[src/rtl/vga_pkg.sv]
// rtl/vga_pkg.sv - shared VGA timing constants and sprite fetch state encoding
package vga_pkg;

    localparam logic [9:0] H_ACTIVE = 10'd640;
    localparam logic [9:0] V_ACTIVE = 10'd480;
    localparam logic [9:0] V_TOTAL  = 10'd525;
    localparam logic [9:0] V_LAST   = V_TOTAL - 10'd1;

    typedef enum logic [1:0] {
        IDLE    = 2'd0,
        ADDR    = 2'd1,
        CAPTURE = 2'd2
    } fetch_state_t;

endpackage

[src/rtl/sprite_row_shifter.sv]
// rtl/sprite_row_shifter.sv - serialises one sprite row MSB-first with pixel replication
module sprite_row_shifter
    import vga_pkg::*;
#(
    parameter int SPRITE_W = 16,
    parameter int SCALE    = 1
) (
    input  logic                Clk,
    input  logic                Reset_n,
    input  logic                pixel_ce,
    input  logic [9:0]          DrawX,
    input  logic [9:0]          start_x,
    input  logic                row_valid,
    input  logic [SPRITE_W-1:0] row_data,
    output logic                pixel_on
);

    localparam int BIT_W = $clog2(SPRITE_W);
    localparam int REP_W = (SCALE > 1) ? $clog2(SCALE) : 1;
    localparam logic [BIT_W-1:0] BIT_MAX = BIT_W'(SPRITE_W - 1);
    localparam logic [REP_W-1:0] REP_MAX = REP_W'(SCALE - 1);

    logic [SPRITE_W-1:0] shifter;
    logic [BIT_W-1:0]    bit_cnt;
    logic [REP_W-1:0]    rep_cnt;

    // pixel_on always mirrors shifter's MSB while a row is in flight
    always_ff @(posedge Clk or negedge Reset_n) begin
        if (!Reset_n) begin
            pixel_on <= 1'b0;
            shifter  <= '0;
            bit_cnt  <= '0;
            rep_cnt  <= '0;
        end else if (pixel_ce) begin
            if (DrawX >= H_ACTIVE) begin
                pixel_on <= 1'b0;
                bit_cnt  <= '0;
            end else if (row_valid && (DrawX == start_x)) begin
                pixel_on <= row_data[SPRITE_W-1];
                shifter  <= row_data;
                bit_cnt  <= BIT_MAX;
                rep_cnt  <= REP_MAX;
            end else if ((bit_cnt != '0) || (rep_cnt != '0)) begin
                if (rep_cnt != '0) begin
                    rep_cnt  <= rep_cnt - REP_W'(1);
                    pixel_on <= shifter[SPRITE_W-1];
                end else begin
                    shifter  <= {shifter[SPRITE_W-2:0], 1'b0};
                    pixel_on <= shifter[SPRITE_W-2];
                    bit_cnt  <= bit_cnt - BIT_W'(1);
                    rep_cnt  <= REP_MAX;
                end
            end else begin
                pixel_on <= 1'b0;
            end
        end
    end

endmodule

[src/rtl/ship_sprite_reader.sv]
// rtl/ship_sprite_reader.sv - fetches ship sprite rows in hblank and drives ship_on per pixel
module ship_sprite_reader
    import vga_pkg::*;
#(
    parameter int SPRITE_W = 16,
    parameter int SPRITE_H = 8,
    parameter int SCALE    = 1
) (
    input  logic                Clk,
    input  logic                Reset_n,
    input  logic                pixel_ce,
    input  logic [9:0]          DrawX,
    input  logic [9:0]          DrawY,
    input  logic [9:0]          ShipX,
    input  logic [9:0]          ShipY,
    output logic [7:0]          rom_addr,
    input  logic [SPRITE_W-1:0] rom_data,
    output logic                ship_on
);

    localparam int          SHIFT = $clog2(SCALE);
    localparam logic [10:0] SPAN  = 11'(SPRITE_H * SCALE);

    fetch_state_t        state;
    logic [9:0]          ship_x_l;
    logic [9:0]          ship_y_l;
    logic [SPRITE_W-1:0] row_reg;
    logic                row_valid;
    logic [9:0]          next_line;
    logic [10:0]         row_off;
    logic                row_hit;
    logic                hblank_start;
    logic                frame_latch;

    always_comb begin
        next_line    = (DrawY == V_LAST) ? 10'd0 : DrawY + 10'd1;
        row_off      = {1'b0, next_line} - {1'b0, ship_y_l};
        row_hit      = (next_line >= ship_y_l) && (row_off < SPAN);
        hblank_start = pixel_ce && (DrawX == H_ACTIVE);
        frame_latch  = hblank_start && (DrawY == V_ACTIVE);
    end

    // Position is frozen for the whole frame so a moving ship never tears
    always_ff @(posedge Clk or negedge Reset_n) begin
        if (!Reset_n) begin
            ship_x_l <= '0;
            ship_y_l <= '0;
        end else if (frame_latch) begin
            ship_x_l <= ShipX;
            ship_y_l <= ShipY;
        end
    end

    always_ff @(posedge Clk or negedge Reset_n) begin
        if (!Reset_n) begin
            state     <= IDLE;
            rom_addr  <= '0;
            row_reg   <= '0;
            row_valid <= 1'b0;
        end else begin
            case (state)
                IDLE: begin
                    if (hblank_start) begin
                        if (row_hit) begin
                            rom_addr <= 8'(row_off >> SHIFT);
                            state    <= ADDR;
                        end else begin
                            row_valid <= 1'b0;
                        end
                    end
                end
                ADDR: begin
                    state <= CAPTURE;
                end
                CAPTURE: begin
                    row_reg   <= rom_data;
                    row_valid <= 1'b1;
                    state     <= IDLE;
                end
                default: begin
                    state <= IDLE;
                end
            endcase
        end
    end

    sprite_row_shifter #(
        .SPRITE_W (SPRITE_W),
        .SCALE    (SCALE)
    ) u_shifter (
        .Clk       (Clk),
        .Reset_n   (Reset_n),
        .pixel_ce  (pixel_ce),
        .DrawX     (DrawX),
        .start_x   (ship_x_l),
        .row_valid (row_valid),
        .row_data  (row_reg),
        .pixel_on  (ship_on)
    );

endmodule

[config.mk]
export PLATFORM = sky130hd
export DESIGN_NAME = ship_sprite_reader
export DESIGN_NICKNAME = d
export VERILOG_FILES = /design/src/rtl/vga_pkg.sv /design/src/rtl/sprite_row_shifter.sv /design/src/rtl/ship_sprite_reader.sv
export SDC_FILE = /design/constraint.sdc
export NUM_CORES = 1
export LEC_CHECK = 0
export BUFFER_PORTS_ARGS = -buffer_cell sky130_fd_sc_hd__buf_2
export CAP_MARGIN = 20
export CELL_PAD_IN_SITES_DETAIL_PLACEMENT = 0
export CELL_PAD_IN_SITES_GLOBAL_PLACEMENT = 2
export CORE_MARGIN = 2
export CORE_UTILIZATION = 38
export CTS_CLUSTER_SIZE = 16
export DETAILED_ROUTE_END_ITERATION = 10
export HOLD_SLACK_MARGIN = 0.05
export PLACE_DENSITY = 0.93
export SYNTH_ARGS = -nofsm -noshare
export SYNTH_HDL_FRONTEND = slang
export SYNTH_SLANG_ARGS = --single-unit
[constraint.sdc]
create_clock -name Clk -period 3.9 [get_ports Clk]
set_input_delay 0.39 -clock Clk [delete_from_list [all_inputs] [get_ports Clk]]
set_output_delay 0.39 -clock Clk [all_outputs]
set_load 0.02 [all_outputs]
* After elaboration in Yosys (flattened, before gate mapping)
Cells that the tools add are included.
** Storage, ports and cells
- Register bits after elaboration :: 69
- Latch bits :: 0
- RAM bits :: 0
- Memory bits (read-only) :: 0
- Input bits :: 59
- Output and inout port bits :: 9
- Memories kept :: 0
** Operators by class
- Add/sub/neg operators :: 4
- Multipliers :: 0
- Divide/modulo/power cells :: 0
- Magnitude comparators :: 3
- Equality and inequality tests :: 11
- Shift operators :: 0
- Mux-type cells :: 21
- Bitwise operators :: 1
- Reduce and logical (&&, ||, !) cells :: 16
** Operators with widths (number)
- $mux W16 :: 3
- $eq A10 B10 Y1 const B :: 2
- $mux W4 :: 4
- $reduce_and A3 Y1 :: 4
- $lt A11 B4 Y1 const B :: 1
- $sub A10 B10 Y11 :: 1
- $add A10 B1 Y10 const B :: 1
- $eq A10 B10 Y1 :: 1
- $eq A10 B9 Y1 const B :: 1
- $ge A10 B10 Y1 :: 1
- $ge A10 B10 Y1 const B :: 1
- $mux W10 :: 1
- $mux W1 :: 9
- $ne A2 B2 Y1 const B :: 4
- $logic_and A1 B1 Y1 :: 4
- $mux W2 :: 2
- $pmux W2 S2 :: 1
- $reduce_and A4 Y1 :: 1
- $reduce_bool A2 Y1 :: 2
- $reduce_bool A4 Y1 :: 1
- $sub A4 B1 Y4 const B :: 1
- $ne A3 B3 Y1 const B :: 1
- $reduce_bool A3 Y1 :: 1
- $eq A2 B1 Y1 const B :: 1
- other kinds (7) :: 7

* Depth between registers and ports, before layout
- Depth after elaboration :: 8
- Gate-level depth with buffers :: 17
- Mapped depth without buffers :: 16

* Hierarchy
A second synthesis with hierarchy kept.
** Second synthesis, totals
- Cells, all modules :: 323
- Area, all modules :: 3631.0 um^2
** By module, submodules not included
- ship_sprite_reader :: instances 1, cells each 221, area an instance 2489.9 um^2
- sprite_row_shifter :: instances 1, cells each 102, area an instance 1141.1 um^2

* Worst setup path before layout
Ideal clock, no wire load.
- Path kind :: input to register
- From :: input port DrawY[0]
- To :: register rom_addr[1]
- Data arrival time :: 3338 ps
- Required time :: 3775 ps
- Slack :: 437 ps
- Cell stages on the path :: 17
- Path buffers :: 1
- Cells stage by stage :: inv_1 ha_1 nor4b_1 and4_1 or2_2 ha_1 inv_1 fa_1 a211oi_2 nor3_1 a211oi_1 a31oi_1 nor4_2 o31ai_1 or2_1 buf_6 mux2_4
** On the way
- Word-level cells in the longest chain between the ends :: 6
- Elaborated cells between the ends (all ways) :: 8
** RTL lines
- start, declared :: line ship_sprite_reader.sv:13 : input logic [9:0] DrawY,
- $add A10 B1 Y10 / $eq A10 B10 Y1 (equally long branches) :: line ship_sprite_reader.sv:36 : next_line = (DrawY == V_LAST) ? 10'd0 : DrawY + 10'd1;
- $mux W10 * :: line ship_sprite_reader.sv:36
- $sub A10 B10 Y11 :: line ship_sprite_reader.sv:37 : row_off = {1'b0, next_line} - {1'b0, ship_y_l};
- $lt A11 B4 Y1 :: line ship_sprite_reader.sv:38 : row_hit = (next_line >= ship_y_l) && (row_off < SPAN);
- $logic_and A1 B1 Y1 :: line ship_sprite_reader.sv:38
- $reduce_and A3 Y1 (no source line)
- end signal, assigned :: line ship_sprite_reader.sv:65 : rom_addr <= 8'(row_off >> SHIFT);
- end, declared :: line ship_sprite_reader.sv:16 : output logic [7:0] rom_addr,
Mark *: on every way between the ends. The rest lies on a longest branch, timed or not.
A chain may end at the register's enable or synchronous reset.

* Worst setup path after layout
Ends and elaborated chain as after synthesis.

==> flow_summary.toml <==
[timing]
rsz0062_at_grt = "false"
maxSlewViolCount = 0
finalCriticalPeriod_ns = 3.47
setup_violations = 0
fin_skew_ns = 0.00890
slew_headroom_pct = 53.9
fin_setup_tns_ns = 0
period_share_pct = 89.0
max_clock_freq_mhz = 288
worstMarginPinSlew_ns = 0.684
hold_viol_final = 0

[critical_path]
crit_chain = "buf_2 -> inv_1 -> ha_1 -> nor4b_1 -> and4_1 -> or2_2 -> ha_1 -> inv_1 -> fa_1 -> a211oi_2 -> nor3_1 -> a211oi_1 -> a31oi_1 -> nor4_2 -> o31ai_1 -> or2_1 -> mux2_4"
cp_slowest_stage_delay_ns = 0.41
worstSetupStartpointType = "input port"
critPathArrivalTime_ns = 3.69
crit_fanout = 9
critical_path_required_ns = 4.12
cp-end-kind = "flip-flop"
worst_path_max_delay_cell = "fa_1"
crit_family = "simple AND/OR/NAND/NOR gates"
critPathKind = "input port to flip-flop"
critPathBufInv = 3

[hold_path]
hold_class = "input port to flip-flop"

[pwr]
finalPower_uw = 1860
p_leak_uw = 0.00212
peakVddDrop_v = 0.000206
powerDensity_mw_per_mm2 = 428

[synthesis]
synth_top_cell_area_share_pct = 46.7
synth_ff_type = "dfrtp_1"
syn_nets = 421
synth_seq_cells = 67
synth_top_cells_by_count = "dfrtp_1, nor2_1, mux2_2"
syn_area_mm2 = 0.00359
synth.distinct_cells = 52
async_flop_share_pct = 100
synth_edf_count = 0
synth.most_common_cell = "dfrtp_1"
yosysWarnings = 0
yosys.area.top_type = "dfrtp_1"
ys_seq_area_share_pct = 46.7
synthCells = 346
synth.avg_cell_area_um2 = 10.4
synthTopCellsByArea = "dfrtp_1, mux2_2, ha_1, mux2i_1, xnor2_1"

[route]
routed_via_density = 4.93
drc = 0
drt_iter0_markers = 79
vias = 2650
firstDrtPassIters = 6
wire_per_inst_um = 13.1
drtAntennaViolNets = 0
wirelength_um = 7010

[layout]
syn2layout_area_growth_pct = 21.0
largest_reg_flops = 16
nFillCells = 915
n_antenna_cell = 0
nNetsFinal = 497
drive_above_1_share_pct = 31.5

[clock_network]
clock_latency_ns = 0.34
clockBufferDepth = 2
cts_max_level = 3
cts_tree = "done"
cts_resized = 0
cts_setup_buffers = 0
cts_hold_buf = 0
cts_made_buffers = 9
numClockSinks = 67
cts_root_buffer = "clkbuf_8"
path_clk_slew_ns = 0.08

[place]
io_buffers = 67
routabilityCongestion = 0.830
dp_hpwl_um = 5270

[floorplan]
start_util_pct = 39.0
dieArea_mm2 = 0.0102
io_pins = 68
die_w_um = 101
core_mm2 = 0.00920
rows = 35
die_h_um = 101

[outcome]
status = "complete, no violations"

[job]
maxCapViolations = 0

[grt]
grt_overflow = 0
grt_pass1_vias = 2657
track_usage_pct = 14.8
antenna_found_initial = 0
grt_max_degree = 51
grt_pass1_wl_um = 12100
cells by family (layout without fill, tap and decap cells):
logic type / after synthesis / in the layout / share of synthesized area, %
multiplexers: 45 / 45 / 13.8
flip-flops: 67 / 67 / 46.7
AND/OR/NAND/NOR: 108 / 108 / 15.3
XOR/XNOR: 21 / 21 / 5.13
adder cells (fa/ha/maj): 16 / 16 / 5.79
buffers and inverters: 31 / 111 / 3.56
AO/OA/AOI/OAI: 58 / 58 / 9.73
area by class of cell:
cell class                      instances  area, um2  share of cell area (%)
Multi-Input combinational cell        248       1790                    41.3
Clock inverter                          6        115                    2.65
Timing Repair Buffer                   76        418                    9.63
Clock buffer                            9        124                    2.85
Inverter                               20       75.1                    1.73
Tap cell                              111        139                    3.20
Sequential cell                        67       1680                    38.6
power by group:
| part | internal (uW) | switching [uW] |
|---|---|---|
| sequential | 781 | 50.2 |
| combinational | 149 | 183 |
| clock | 423 | 273 |
worst register-to-register path: stages, from the launching register on:
cell	delay (ns)
dfrtp_1	0.36
ha_1	0.17
inv_1	0.05
fa_1	0.41
a211oi_2	0.32
nor3_1	0.09
a211oi_1	0.22
a31oi_1	0.08
nor4_2	0.22
o31ai_1	0.12
or2_1	0.34
mux2_4	0.33
routing by layer:
| layer | track usage [%] | vias up | part of all wire (%) |
|---|---|---|---|
| met5 | 0 | - | 0 |
| met2 | 24.3 | 43 | 48 |
| met4 | 4.99 | 0 | 1.2 |
| li1 | - | 1349 | - |
| met3 | 3.24 | 7 | 3.6 |
| met1 | 19.5 | 1251 | 47 |
cell usage in the layout (no fill, tap or decap), types with 3 or more instances in the layout:
cell,synthesis,layout
buf_2,3,67
dfrtp_1,67,67
nor2_1,35,35
mux2_2,27,27
nand2_1,26,26
a21oi_1,22,22
inv_1,20,20
o21ai_0,20,20
xnor2_1,16,16
mux2i_1,16,16
ha_1,15,15
clkbuf_8,0,9
nand4_1,7,7
buf_4,0,7
nor2b_1,6,6
xor2_1,5,5
and2_2,5,5
nand3_1,4,4
nor3_1,5,3
bufinv_16,0,3
final timing paths:
path | start | to | slack (ns) | cells after the start
hold / removal | ShipY[1] | ship_y_l[1] | 0.25 | 3
setup reg to reg | ship_y_l[0] | rom_addr[1] | 1.05 | 11
hold reg to reg | state[1] | state[1] | 0.45 | 1
min in group asynchronous | Reset_n | u_shifter.bit_cnt[2] | 0.50 | 2
max in group asynchronous | Reset_n | u_shifter.shifter[11] | 2.59 | 4
setup / recovery | DrawY[0] | rom_addr[1] | 0.43 | 17
through the flow:
stage / utilization [%] / instances / setup slack, ns / area, um2 / hold slack [ns]
final: 47.2 / 537 / 0.430 / 4340 / 0.251
after CTS: 46.9 / 535 / 0.409 / 4310 / 0.245
after floorplan: - / 346 / 0.437 / 3590 / 0.0944
after global routing: 47.2 / 537 / 0.110 / 4340 / 0.246
after detailed placement: 44.3 / 520 / 0.0450 / 4070 / 0.446
after global placement: 44.3 / 520 / 0.162 / 4070 / 0.436
No activity file was read; power rests on OpenSTA's default activity.
